--- config.mk ---
export PLATFORM = sky130hd
export DESIGN_NAME = axil_cmd_initiator
export DESIGN_NICKNAME = d
export VERILOG_FILES = /design/src/rtl/axil_init_pkg.sv /design/src/rtl/axil_init_timer.sv /design/src/rtl/axil_cmd_initiator.sv
export SDC_FILE = /design/constraint.sdc
export NUM_CORES = 1
export LEC_CHECK = 0
export CELL_PAD_IN_SITES_DETAIL_PLACEMENT = 0
export CELL_PAD_IN_SITES_GLOBAL_PLACEMENT = 1
export CORE_MARGIN = 2
export CORE_UTILIZATION = 46
export DETAILED_ROUTE_END_ITERATION = 12
export DONT_BUFFER_PORTS = 1
export PLACE_DENSITY_LB_ADDON = 0.1
export SETUP_SLACK_MARGIN = 0.2
export SLEW_MARGIN = 30
export SYNTH_ARGS = -nofsm -noshare
export SYNTH_HDL_FRONTEND = slang
export SYNTH_SLANG_ARGS = --single-unit
--- constraint.sdc ---
create_clock -name clk -period 3.3 [get_ports clk]
set_clock_uncertainty 0.1 [all_clocks]
set_input_delay 0.495 -clock clk [delete_from_list [all_inputs] [get_ports clk]]
set_output_delay 0.495 -clock clk [all_outputs]
set_load 0.05 [all_outputs]
--- src/rtl/axil_init_pkg.sv ---
// Shared types for the AXI-Lite command initiator.
//   state_t : initiator FSM states
//   OKAY/EXOKAY/SLVERR/DECERR : AXI response codes
//   cmd_t / rsp_t : captured command and response, sized for the widest
//                   legal configuration (64-bit address and data); narrower
//                   instances zero-extend into these and truncate out.
package axil_init_pkg;

    localparam int MAX_ADDR_W = 64;
    localparam int MAX_DATA_W = 64;
    localparam int MAX_STRB_W = MAX_DATA_W / 8;

    typedef enum logic [2:0] {
        IDLE,
        WR_REQ,
        WR_RESP,
        RD_REQ,
        RD_RESP,
        RSP
    } state_t;

    localparam logic [1:0] OKAY   = 2'b00;
    localparam logic [1:0] EXOKAY = 2'b01;
    localparam logic [1:0] SLVERR = 2'b10;
    localparam logic [1:0] DECERR = 2'b11;

    typedef struct packed {
        logic                  write;
        logic [MAX_ADDR_W-1:0] addr;
        logic [MAX_DATA_W-1:0] data;
        logic [MAX_STRB_W-1:0] strb;
    } cmd_t;

    typedef struct packed {
        logic                  write;
        logic [MAX_DATA_W-1:0] data;
        logic [1:0]            resp;
        logic                  timeout;
    } rsp_t;

endpackage

--- src/rtl/axil_init_timer.sv ---
// Transaction watchdog: saturating up-counter with clear and enable.
//   clk, rst_n : clock, async active-low reset
//   clr        : zero the count (wins over en)
//   en         : count this cycle
//   hit        : the count after this edge equals THRESH (never when THRESH = 0)
// hit looks one edge ahead so the owner can register it on the very edge the
// threshold is reached, and a response captured on that same edge agrees
// with the sticky flag.
module axil_init_timer #(
    parameter int THRESH = 1024
) (
    input  logic clk,
    input  logic rst_n,
    input  logic clr,
    input  logic en,
    output logic hit
);

    localparam int             CW  = (THRESH < 2) ? 1 : $clog2(THRESH + 1);
    localparam logic [CW-1:0]  LIM = CW'(THRESH);
    localparam bit             ARMED = (THRESH != 0);

    logic [CW-1:0] cnt;
    logic [CW-1:0] cnt_nxt;

    // Saturates at the threshold: nothing beyond it is ever observed.
    always_comb begin
        cnt_nxt = cnt;
        if (clr)
            cnt_nxt = '0;
        else if (en && cnt != LIM)
            cnt_nxt = cnt + CW'(1);
    end

    always_ff @(posedge clk or negedge rst_n) begin
        if (!rst_n)
            cnt <= '0;
        else
            cnt <= cnt_nxt;
    end

    assign hit = ARMED && (cnt_nxt == LIM);

endmodule

--- src/rtl/axil_cmd_initiator.sv ---
// AXI-Lite initiator driven by a single-beat command stream; used to program
// accelerator / power-manager register slaves without a CPU.
//   cmd_*   : command in (valid/ready), write flag, address, data, strobes
//   rsp_*   : response out (valid/ready), write echo, read data, resp, timeout
//   m_aw/w/b/ar/r_* : AXI-Lite master port, one transaction outstanding
//   busy    : FSM not idle
//   timeout_sticky : some transaction ran past TIMEOUT_CYCLES since reset
//   err_count      : saturating count of non-OKAY responses delivered
module axil_cmd_initiator
    import axil_init_pkg::*;
#(
    parameter int ADDR_WIDTH     = 32,
    parameter int DATA_WIDTH     = 32,  // 32 or 64
    parameter int TIMEOUT_CYCLES = 1024 // 0 disables the watchdog
) (
    input  logic                    clk,
    input  logic                    rst_n,

    input  logic                    cmd_valid,
    output logic                    cmd_ready,
    input  logic                    cmd_write,
    input  logic [ADDR_WIDTH-1:0]   cmd_addr,
    input  logic [DATA_WIDTH-1:0]   cmd_data,
    input  logic [DATA_WIDTH/8-1:0] cmd_strb,

    output logic                    rsp_valid,
    input  logic                    rsp_ready,
    output logic                    rsp_write,
    output logic [DATA_WIDTH-1:0]   rsp_data,
    output logic [1:0]              rsp_resp,
    output logic                    rsp_timeout,

    output logic [ADDR_WIDTH-1:0]   m_aw_addr,
    output logic [2:0]              m_aw_prot,
    output logic                    m_aw_valid,
    input  logic                    m_aw_ready,
    output logic [DATA_WIDTH-1:0]   m_w_data,
    output logic [DATA_WIDTH/8-1:0] m_w_strb,
    output logic                    m_w_valid,
    input  logic                    m_w_ready,
    input  logic [1:0]              m_b_resp,
    input  logic                    m_b_valid,
    output logic                    m_b_ready,
    output logic [ADDR_WIDTH-1:0]   m_ar_addr,
    output logic [2:0]              m_ar_prot,
    output logic                    m_ar_valid,
    input  logic                    m_ar_ready,
    input  logic [DATA_WIDTH-1:0]   m_r_data,
    input  logic [1:0]              m_r_resp,
    input  logic                    m_r_valid,
    output logic                    m_r_ready,

    output logic                    busy,
    output logic                    timeout_sticky,
    output logic [7:0]              err_count
);

    state_t     state, state_nxt;
    cmd_t       cmd_q;
    rsp_t       rsp_q;
    logic       aw_pend, w_pend;   // AW / W beat still owed in WR_REQ
    logic       sticky_q;
    logic [7:0] err_q;
    logic       tmr_en, tmr_hit;

    logic cmd_hs, aw_hs, w_hs, b_hs, r_hs, rsp_hs;

    assign cmd_hs = cmd_valid && cmd_ready;
    assign aw_hs  = m_aw_valid && m_aw_ready;
    assign w_hs   = m_w_valid && m_w_ready;
    assign b_hs   = m_b_valid && m_b_ready;
    assign r_hs   = m_r_valid && m_r_ready;
    assign rsp_hs = rsp_valid && rsp_ready;

    // Next state and per-state handshake outputs.
    always_comb begin
        state_nxt  = state;
        cmd_ready  = 1'b0;
        m_b_ready  = 1'b0;
        m_ar_valid = 1'b0;
        m_r_ready  = 1'b0;
        rsp_valid  = 1'b0;
        unique case (state)
            IDLE: begin
                cmd_ready = 1'b1;
                if (cmd_valid)
                    state_nxt = cmd_write ? WR_REQ : RD_REQ;
            end
            // Each beat is done if it already went or goes this edge, so the
            // same-cycle case and both orderings fall out naturally.
            WR_REQ: begin
                if ((!aw_pend || m_aw_ready) && (!w_pend || m_w_ready))
                    state_nxt = WR_RESP;
            end
            WR_RESP: begin
                m_b_ready = 1'b1;
                if (m_b_valid)
                    state_nxt = RSP;
            end
            RD_REQ: begin
                m_ar_valid = 1'b1;
                if (m_ar_ready)
                    state_nxt = RD_RESP;
            end
            RD_RESP: begin
                m_r_ready = 1'b1;
                if (m_r_valid)
                    state_nxt = RSP;
            end
            RSP: begin
                rsp_valid = 1'b1;
                if (rsp_ready)
                    state_nxt = IDLE;
            end
            default: state_nxt = IDLE;
        endcase
    end

    always_ff @(posedge clk or negedge rst_n) begin
        if (!rst_n) begin
            state    <= IDLE;
            cmd_q    <= '0;
            rsp_q    <= '0;
            aw_pend  <= 1'b0;
            w_pend   <= 1'b0;
            sticky_q <= 1'b0;
            err_q    <= '0;
        end else begin
            state    <= state_nxt;
            sticky_q <= sticky_q | tmr_hit;

            if (cmd_hs) begin
                cmd_q.write <= cmd_write;
                cmd_q.addr  <= MAX_ADDR_W'(cmd_addr);
                cmd_q.data  <= MAX_DATA_W'(cmd_data);
                cmd_q.strb  <= MAX_STRB_W'(cmd_strb);
                aw_pend     <= cmd_write;
                w_pend      <= cmd_write;
            end else begin
                if (aw_hs) aw_pend <= 1'b0;
                if (w_hs)  w_pend  <= 1'b0;
            end

            if (b_hs) begin
                rsp_q.write   <= cmd_q.write;
                rsp_q.data    <= '0;
                rsp_q.resp    <= m_b_resp;
                rsp_q.timeout <= tmr_hit;
            end
            if (r_hs) begin
                rsp_q.write   <= cmd_q.write;
                rsp_q.data    <= MAX_DATA_W'(m_r_data);
                rsp_q.resp    <= m_r_resp;
                rsp_q.timeout <= tmr_hit;
            end

            if (rsp_hs && rsp_q.resp != OKAY && err_q != 8'hFF)
                err_q <= err_q + 8'd1;
        end
    end

    assign tmr_en = (state == WR_REQ) || (state == WR_RESP) ||
                    (state == RD_REQ) || (state == RD_RESP);

    axil_init_timer #(
        .THRESH (TIMEOUT_CYCLES)
    ) u_timer (
        .clk   (clk),
        .rst_n (rst_n),
        .clr   (cmd_hs),
        .en    (tmr_en),
        .hit   (tmr_hit)
    );

    assign m_aw_addr  = cmd_q.addr[ADDR_WIDTH-1:0];
    assign m_aw_prot  = 3'b000;
    assign m_aw_valid = aw_pend;
    assign m_w_data   = cmd_q.data[DATA_WIDTH-1:0];
    assign m_w_strb   = cmd_q.strb[DATA_WIDTH/8-1:0];
    assign m_w_valid  = w_pend;
    assign m_ar_addr  = cmd_q.addr[ADDR_WIDTH-1:0];
    assign m_ar_prot  = 3'b000;

    assign rsp_write   = rsp_q.write;
    assign rsp_data    = rsp_q.data[DATA_WIDTH-1:0];
    assign rsp_resp    = rsp_q.resp;
    assign rsp_timeout = rsp_q.timeout;

    assign busy           = (state != IDLE);
    assign timeout_sticky = sticky_q;
    assign err_count      = err_q;

    // Upper struct bits beyond the configured widths are never driven out.
    logic unused_bits;
    assign unused_bits = ^{cmd_q, rsp_q};

endmodule

==> impl_results.md <==
- Top routing layer used: met4
- Critical path class: flip-flop to flip-flop
- Initial Util: 46.9%
- Peak per-stage delay on the critical path: about 0.47 ns
- CP top delay family: compound AO/OA/AOI/OAI gates
- Failing checks: negative hold slack
- First drt pass iteration count: 4
- Ratio of final minimum period to clock period: roughly 80%
- Type of origin of the critical path: flip-flop
- Num CTS Buffers: 17
- Initial antenna violation count: 0
- Layout cells sized above 1: 10.5%
- Compound-Gate Fraction of Synth Area: under 10%
- Req. time, crit path: between 3 and 4 ns
- Setup Buffers After CTS: 0
- TritonCTS clock tree: yes
- First-pass GRT wire length: roughly 21000 microns
- Tmin final: around 2.7 ns
- Die area: 14300 sq um
- Nets: approximately 660
- Sequential-to-total area share from yosys stat: between 50% and 60%
- GPL Wtd Cong: approximately 0.8
- Adder-cell share of the synthesized area: 0.610%
- Worst Hold Slack: -0.324 ns
- Slew HR: roughly 37%
- Leading area contributor after synthesis: dfrtp_1
- Max stage delay cell, worst path: or4b_4
- Simple-gate share of the synthesized area: between 20 and 25%
- Clock sink total: 130
- Cts repair resizes: 0
- Syn_area_per_cell: between 9 and 10 sq um
- Status: finished with violations
- Syn-to-layout area delta: -0.284%
- Vias per inst: 5.23
- Synth Area in XOR/XNOR: roughly 1.8%
- IO Count: ~270
- Site row count: 42
- Cell Chain, Critical Path: inv_1 > ha_1 > or4b_4 > nor4_4 > mux2_2 > a221oi_1 > o2111ai_1 > o31ai_2
- Root Buffer Master: clkbuf_16
- Synth top area share: between 50% and 60%
- Met2 routed wirelength: 6330 microns
- Drt wl/cell: around 18 microns
- Crit. End Element: flip-flop
- Synthesis Warnings: 0
- Number of synthesized register bits: between 100 and 150
- CTS max path bufs: 2
- Max_cap viols: 0
- Synthesized cell area: a little over 6000 sq um
- Diodes inserted: 0
- Htree depth: 4
- Fraction of synthesized area in multiplexers: between 1.5 and 2%
- Tot GR Track Use: about a fifth
- Worst-path clk slew: 0.06 ns
- Setup TNS Final: 0 ns
- Worst-path fanout max: 7
- Met3 wire length: roughly 1400 microns
- I/O Buffers: 0
- Main combinational cell family by area after synthesis: simple AND/OR/NAND/NOR gates
- Gr ovfl total: 0
- FMAX: between 300 and 400 MHz
- Final setup fails: 0
- Fin. max-slew vios: 0
- # DRC: 0
- Pin count of the biggest net entering global routing: 131
- Hold WC Path Type: input port to async pin
- Wirelength, routed: about 13000 microns
- Via Count: about 3800
- CP Buf/Inv Count: 1
- M1 WL: around 5200 microns
- Total core area: about 13000 sq um
- Slew @ Worst Pin: 0.952 ns
- Die width: about 120 microns
- Endpoints failing hold: 130
- Clk_lat worst skew: between 0.4 and 0.5 ns
- Synth unique cells: 51
- Crit path arrival time: ~2.9 ns
- RSZ-0062 raised after global routing: no
- DRT iter0 DRCs: between 150 and 200
- Vias in the first global route: roughly 3800
- Chip height: 120 microns
- Synth top area cells: dfrtp_1, nand2_1, buf_4
- Syn Inst Count: approximately 640
- Post-DP HPWL: just over 9000 microns
- Routed Antenna Nets: 0
per-stage QoR:
stage / utilization [%] / hold WS (ns) / setup WS, ns / instances / cell area, sq um
6_report: 46.7 / -0.324 / 0.648 / 727 / 6140
4_1_cts: 46.7 / -0.343 / 0.628 / 727 / 6140
3_5_place_dp: 42.2 / 0.101 / 0.664 / 695 / 5540
5_1_grt: 46.7 / -0.353 / 0.440 / 727 / 6140
2_1_floorplan: - / 0.0994 / 0.810 / 646 / 6180
3_3_place_gp: 42.2 / 0.102 / 0.695 / 695 / 5540
cell type report:
type                            instances  area, sq um
Clock buffer                           21          470
Inverter                                8         32.5
Sequential cell                       130         3250
Clock inverter                         11          128
Timing Repair Buffer                    7         52.6
Fill cell                            1287         7000
Tap cell                              176          220
Multi-Input combinational cell        374         1980
state kept, by name, summed over array words and instances (netlist names):
| register | flops |
|---|---|
| rsp_resp | 2 |
| state | 3 |
| m_aw_valid | 1 |
| m_w_data | 32 |
| m_w_valid | 1 |
| m_ar_addr | 32 |
| rsp_write | 1 |
| u_timer.cnt | 11 |
| rsp_data | 32 |
| cmd_q | 1 |
| err_count | 8 |
| m_w_strb | 4 |
| timeout_sticky | 1 |
| rsp_timeout | 1 |
worst reg2reg max path, stage by stage, from the launching register on:
cell       delay [ns]
dfrtp_1          0.44
inv_1            0.10
ha_1             0.13
or4b_4           0.47
nor4_4           0.21
mux2_2           0.38
a221oi_1         0.27
o2111ai_1        0.21
o31ai_2          0.26
worst paths after layout:
kind	from	depth (start not counted)	to	slack, ns
setup / recovery	u_timer.cnt[1]$_DFF_PN0_	8	rsp_timeout$_DFFE_PN0P_	0.65
min in group clk	cmd_data[8]	2	m_w_data[8]$_DFFE_PN0N_	0.09
hold reg to reg	cmd_q[136]$_DFFE_PN0N_	2	cmd_q[136]$_DFFE_PN0N_	0.39
setup reg to reg	u_timer.cnt[1]$_DFF_PN0_	8	rsp_timeout$_DFFE_PN0P_	0.65
max in group asynchronous	rst_n	0	m_w_data[10]$_DFFE_PN0N_	3.19
hold / removal	rst_n	0	err_count[1]$_DFFE_PN0P_	-0.32
cell usage in the layout, fill, tap and decap left out, types with 2 or more instances in the layout:
cell / n
nand2_1: 226
dfrtp_1: 130
a22o_1: 32
nor2_1: 19
clkbuf_16: 17
a21oi_1: 8
inv_1: 7
xnor2_1: 7
buf_4: 7
nand4_1: 6
xor2_1: 6
conb_1: 6
nor2b_1: 5
mux2_2: 5
mux2i_1: 4
and3_1: 4
o21ai_0: 4
and2_1: 3
nand3_1: 3
ha_1: 3
clkinvlp_4: 3
clkbuf_8: 3
nor3b_1: 2
or4b_4: 2
nor3_1: 2
or4_1: 2
a21oi_2: 2
bufinv_16: 2
clkinv_4: 2
clkinv_2: 2
inv_6: 2
Yosys cell counts (all sizes together):
cell,count
nand2,226
dfrtp,130
buf,123
a22o,32
nor2,21
clkbuf,11
a21oi,10
inv,8
xnor2,7
nand4,6
xor2,6
mux2,5
nand3,5
nor2b,5
o21ai,5
and3,4
mux2i,4
and2,3
ha,3
nor3,3
or4b,3
nor3b,2
nor4,2
o31ai,2
or4,2
a221oi,1
and4,1
conb,1
mux4,1
nand2b,1
nand3b,1
nand4bb,1
o2111ai,1
o211a,1
o21bai,1
o22ai,1
o311ai,1
or2,1
metal layers:
metal  vias up  global-route usage (%)
li1       1751                       -
met1      1831                    22.6
met2       202                    29.4
met3        15                    9.17
met4         0                    6.76
met5         -                       0
cells by family (layout without fill, tap and decap cells):
family,count (synthesis),count (layout)
AOI/OAI and AO/OA,55,55
xor gates and xnor gates,13,13
adders and majority gates,3,3
buffers and inverters,142,47
DFF,130,130
muxes,10,10
other,1,6
and+or+nand+nor,287,287
Power is not shown: default switching activity piles up to over one toggle a cycle in this logic, so the estimate is an artifact.
==> RTL edit 1, RTL diff (same flow settings) <==
Set the parameter `ADDR_WIDTH` to 48 (it was 32).
--- a/src/rtl/axil_cmd_initiator.sv
+++ b/src/rtl/axil_cmd_initiator.sv
@@ -11,3 +11,3 @@
 #(
-    parameter int ADDR_WIDTH     = 32,
+    parameter int ADDR_WIDTH     = 48,
     parameter int DATA_WIDTH     = 32,  // 32 or 64
Interface: changed (resized cmd_addr, m_ar_addr and m_aw_addr); port bits go from 273 to 321. The function was not compared with the original's and may differ.
==> RTL edit 1 against the original RTL <==
The flow still finishes with violations (negative hold slack); sequential cell count is 16 higher; register-to-register slack improved by 140 ps; setup slack improved by 130 ps; wire length rose by 11%; utilization shrank 1.6 points; cell area increased by 11%; die area up 13%; area after synthesis up 13%; critical path type is now reg2out; highest routed layer unchanged.
Power is not shown: default switching activity piles up to over one toggle a cycle in this logic, so the estimate is an artifact.
==> RTL edit 1: results (changes against the original RTL) <==
* Failing checks: negative hold slack
* Final min period at 2520 ps (-131 ps)
* Top cells by area, synth: dfrtp_1 (52%), buf_4 (15%), nand2_1 (15%)
* Number of DRC markers in iteration 0 at 162 (-12%)
* Reg2reg start: state[2]
* Final count of hold timing violations at 146 (+12%)
* Fill count at 1,412 (+9.7%)
* Final Wtd Congestion at 0.796 (-3.4%)
* Worst-margin pin slew at 962 ps (+10.2 ps)
* CP arrival at 1930 ps (-940 ps)
* WHS at -325 ps (-1.36 ps)
* DP Wirelength at 10,100 um (+9.7%)
* First-pass GRT wire length at 22,600 um (+8.3%)
* Reg2reg end: timeout_sticky
* Cell variety after synth at 50 (-2.0%)
* Total Wirelength at 14,600 um (+11%)
* Critical path's top delay family: simple AND/OR/NAND/NOR gates
* CP max FO at 13 (+6)
* Largest net degree at the start of global routing at 147 (+12%)
* Status: finished with violations
* Layout cells sized above 1 at 9.55% (-0.98 points)
* Sequential fraction of the synthesis area at 52.3% (-0.51 points)
* Flop2flop setup slack at 790 ps (+140 ps)
* Global Route Usage Sum at 18.2% (-0.64 points)
* Crit-path slowest cell: dfrtp_1
* Crit path launch: state[0]
-- RTL edit 1: per-layer routing --
metal | vias up | global-route usage (%) | part of all wire [%]
met5 | - | 0 | 0
met4 | 0 | 6.21 | 1.7
met3 | 19 | 8.46 | 10
met2 | 223 | 29.6 | 49
met1 | 1955 | 21.3 | 39
li1 | 1970 | - | -
-- RTL edit 1: final cells by class --
| type | count | area [um2] | share of cell area (%) |
|---|---|---|---|
| clock inverter | 9 | 155 | 2.28 |
| clock buffer | 21 | 470 | 6.93 |
| timing repair buffer | 10 | 75.1 | 1.11 |
| multi-input combinational | 425 | 2170 | 32.0 |
| sequential | 146 | 3650 | 53.8 |
| inverter | 7 | 26.3 | 0.387 |
| tap | 188 | 235 | 3.46 |
-- RTL edit 1: cell families after synthesis --
family	Yosys count	synth area share (%)
flip-flops	146	52.3
AND/OR/NAND/NOR	338	20.5
multiplexers	10	1.68
adder cells (fa/ha/maj)	3	0.538
buffers and inverters	176	17.1
AO/OA/AOI/OAI	56	6.31
other	1	0.0537
XOR/XNOR	12	1.51
-- RTL edit 1: worst max-delay path by stage --
stage | slack [ps] | depth (start not counted) | to
floorplan | 530 | 7 | m_w_data[10]
global route | 560 | 8 | timeout_sticky
finish | 780 | 3 | m_r_ready
detailed placement | 750 | 8 | timeout_sticky
CTS | 740 | 3 | m_r_ready
global placement | 910 | 8 | timeout_sticky
-- RTL edit 1: metrics by stage --
stage / setup WS, ps / cells / util (%) / hold WS [ps] / cell area (um2)
floorplan: 528 / 747 / - / 99.4 / 7000
global placement: 907 / 776 / 41.0 / 102 / 6160
detailed placement: 748 / 776 / 41.0 / 103 / 6160
CTS: 744 / 806 / 45.2 / -352 / 6790
global route: 564 / 806 / 45.2 / -356 / 6790
finish: 780 / 806 / 45.2 / -325 / 6790
-- RTL edit 1: worst register-to-register path: cells and delay by family (launching register included) --
kind / cells / cell delay, ps
AO/OA/AOI/OAI: 2 / 390
AND/OR/NAND/NOR: 4 / 940
buffers and inverters: 2 / 370
flip-flops: 1 / 640
-- RTL edit 1: timing repair --
action,4_1_cts,5_1_grt
endpoints found under the setup margin,0,0
setup buffers,0,0
endpoints found under the hold margin,146,146
==> RTL edit 2, RTL diff (same settings) <==
Without the edit above. Re-encode `state_t` (6 states) as one-hot, 6 bits wide.
--- a/src/rtl/axil_init_pkg.sv
+++ b/src/rtl/axil_init_pkg.sv
@@ -12,9 +12,9 @@
 
-    typedef enum logic [2:0] {
-        IDLE,
-        WR_REQ,
-        WR_RESP,
-        RD_REQ,
-        RD_RESP,
-        RSP
+    typedef enum logic [5:0] {
+        IDLE    = 6'b000001,
+        WR_REQ  = 6'b000010,
+        WR_RESP = 6'b000100,
+        RD_REQ  = 6'b001000,
+        RD_RESP = 6'b010000,
+        RSP     = 6'b100000
     } state_t;
Check against the original RTL: same outputs for any inputs over 4 cycles, from zero or initial values and one cycle with rst_n low; so few cycles prove little.
==> RTL edit 2 against the original RTL <==
The run still ends with negative hold slack left; cell area is 2.5% higher; first-iteration DRC count down 15%; sequential cell count grew 3; wire length down 2.6%; cell count up 2.6%; setup slack got worse by 290 ps; area after synthesis rose by 2.4%; highest routed layer unchanged.
==> RTL edit 2: results (changes against the original RTL) <==
* Status: finished with violations
* Failing checks: negative hold slack
* GR Overflow Total at 0 (unchanged)
* Global Route Usage Sum at 18.0% (-0.83 points)
* Met3 usage at 9.96% (+0.79 points)
* First drt pass iteration count at 4 (unchanged)
* Worst-Skew Late Latency at 400 ps
* Number of DRC markers in iteration 0 at 157 (-15%)
* PortBufs at 0 (unchanged)
* CP max FO at 8 (+1)
* Clock Pin Slew Worst Setup and Hold Paths at 50 ps
* CTS H-tree lvls at 4 (unchanged)
* Vias per Instance at 5.11 (-2.3%)
* Met1 Use GR at 20.3% (-2.3 points)
* N_diodes at 0 (unchanged)
* Yosys warns at 0 (unchanged)
* FFs w/ async S/R, synth at 100% (unchanged)
* First-pass GRT wire length at 20,300 um (-2.6%)
* DP Wirelength at 9010 um (-2.3%)
* Final count of hold timing violations at 133 (+2.3%)
* Flop2flop setup slack at 530 ps (-120 ps)
* Worst relative slew slack at 38.9% (+2.4 points)
* Fin nets at 675 (+3.1%)
* Internal at 0.00384 W
* Fill count at 1,283 (-0.31%)
* Post-DRT Antenna Nets at 0 (unchanged)
* Vias in the first global route at 3,925 (+3.3%)
* Post-CTS sizing at 0 (unchanged)
* Commonest register cell after synthesis: dfrtp_1
* Crit path launch: state[1]
* Num CTS Buffers at 17 (unchanged)
* Pleak at 3.18 nW
* Top cells by count, synth: nand2_1 (223), dfrtp_1 (132), buf_4 (106)
* Initial antenna violation count at 0 (unchanged)
* Largest net degree at the start of global routing at 134 (+2.3%)
* WHS at -314 ps (+10.0 ps)
* Layout cells sized above 1 at 8.77% (-1.8 points)
* Final Wtd Congestion at 0.823 (-0.13%)
* CP arrival at 2350 ps (-520 ps)
* HP Class: in2async
* Root Driver: clkbuf_16
* Clk buf depth at 2 (unchanged)
* WL per Instance at 17.2 um (-5.1%)
* GRT met2 Usage at 28.9% (-0.46 points)
* Peak supply drop at 455 uV
* Sequential fraction of the synthesis area at 52.8% (about the same)
* Cell variety after synth at 49 (-3.9%)
* Top cells by area, synth: dfrtp_1 (52%), nand2_1 (13%), buf_4 (13%)
* Post-CTS setup buffer count at 0 (unchanged)
RTL edit 2: cell types whose count changed after synthesis, sizes merged, moves of 3 or more:
cell,delta
mux2,-3
or3,+4
clkbuf,+11
nor2b,-5
and3,+3
o21ai,+7
nand3,+3
nand2b,+3
or4b,-3
xnor2,+4
buf,-10
nand2,-3
RTL edit 2: final timing paths:
path                                end  cells past startpoint
setup / recovery              rsp_valid                      3
hold / removal             err_count[0]                      0
setup reg to reg            rsp_timeout                      8
hold reg to reg              cmd_q[136]                      2
max in group asynchronous      state[0]                      0
min in group clk               state[0]                      1
RTL edit 2: power groups by stage:
stage	Combinational, W	Clock (W)	Sequential, W
2_1_floorplan	0.00407	0	0.00309
3_3_place_gp	0.00137	0	0.00532
3_5_place_dp	0.00141	0	0.00533
4_1_cts	0.00141	0.00187	0.00530
5_1_grt	0.00160	0.00197	0.00538
6_report	0.00138	0.00182	0.00528
RTL edit 2: layer usage:
metal / vias to the layer above / routed length, um
li1: 1817 / -
met1: 1802 / 4980
met2: 179 / 6210
met3: 12 / 1470
met4: 0 / 160
met5: - / 0
RTL edit 2: cells by family after synthesis:
| logic type | count (synthesis) | synth area share, % |
|---|---|---|
| flip-flops | 133 | 52.8 |
| other | 1 | 0.0595 |
| adder cells (fa/ha/maj) | 3 | 0.595 |
| multiplexers | 6 | 0.992 |
| AO/OA/AOI/OAI | 65 | 8.53 |
| AND/OR/NAND/NOR | 291 | 19.5 |
| buffers and inverters | 143 | 15.0 |
| XOR/XNOR | 18 | 2.50 |
RTL edit 2: layout make-up:
class	instances	share of cell area [%]
clock buffers	22	7.54
clock inverters	9	1.63
inverters	8	0.477
multi-input cells	389	32.9
flip-flops and latches	133	52.9
well taps	176	3.50
repair buffers	9	1.07
RTL edit 2: per-stage QoR:
step                hold slack [ps]  setup WS (ps)  instance area (um2)  std cells  util (%)
floorplan                      99.4            294                 6330        665         -
global placement                102            629                 5710        715      43.0
detailed placement              102            554                 5710        715      43.0
CTS                            -340            358                 6290        746      47.3
global route                   -347            295                 6290        746      47.3
finish                         -314            357                 6290        746      47.3
RTL edit 2: worst max-delay path: stages, from the launching register on:
cell	delay, ps
dfrtp_1	480
or4_1	620
or3b_1	470
inv_1	370
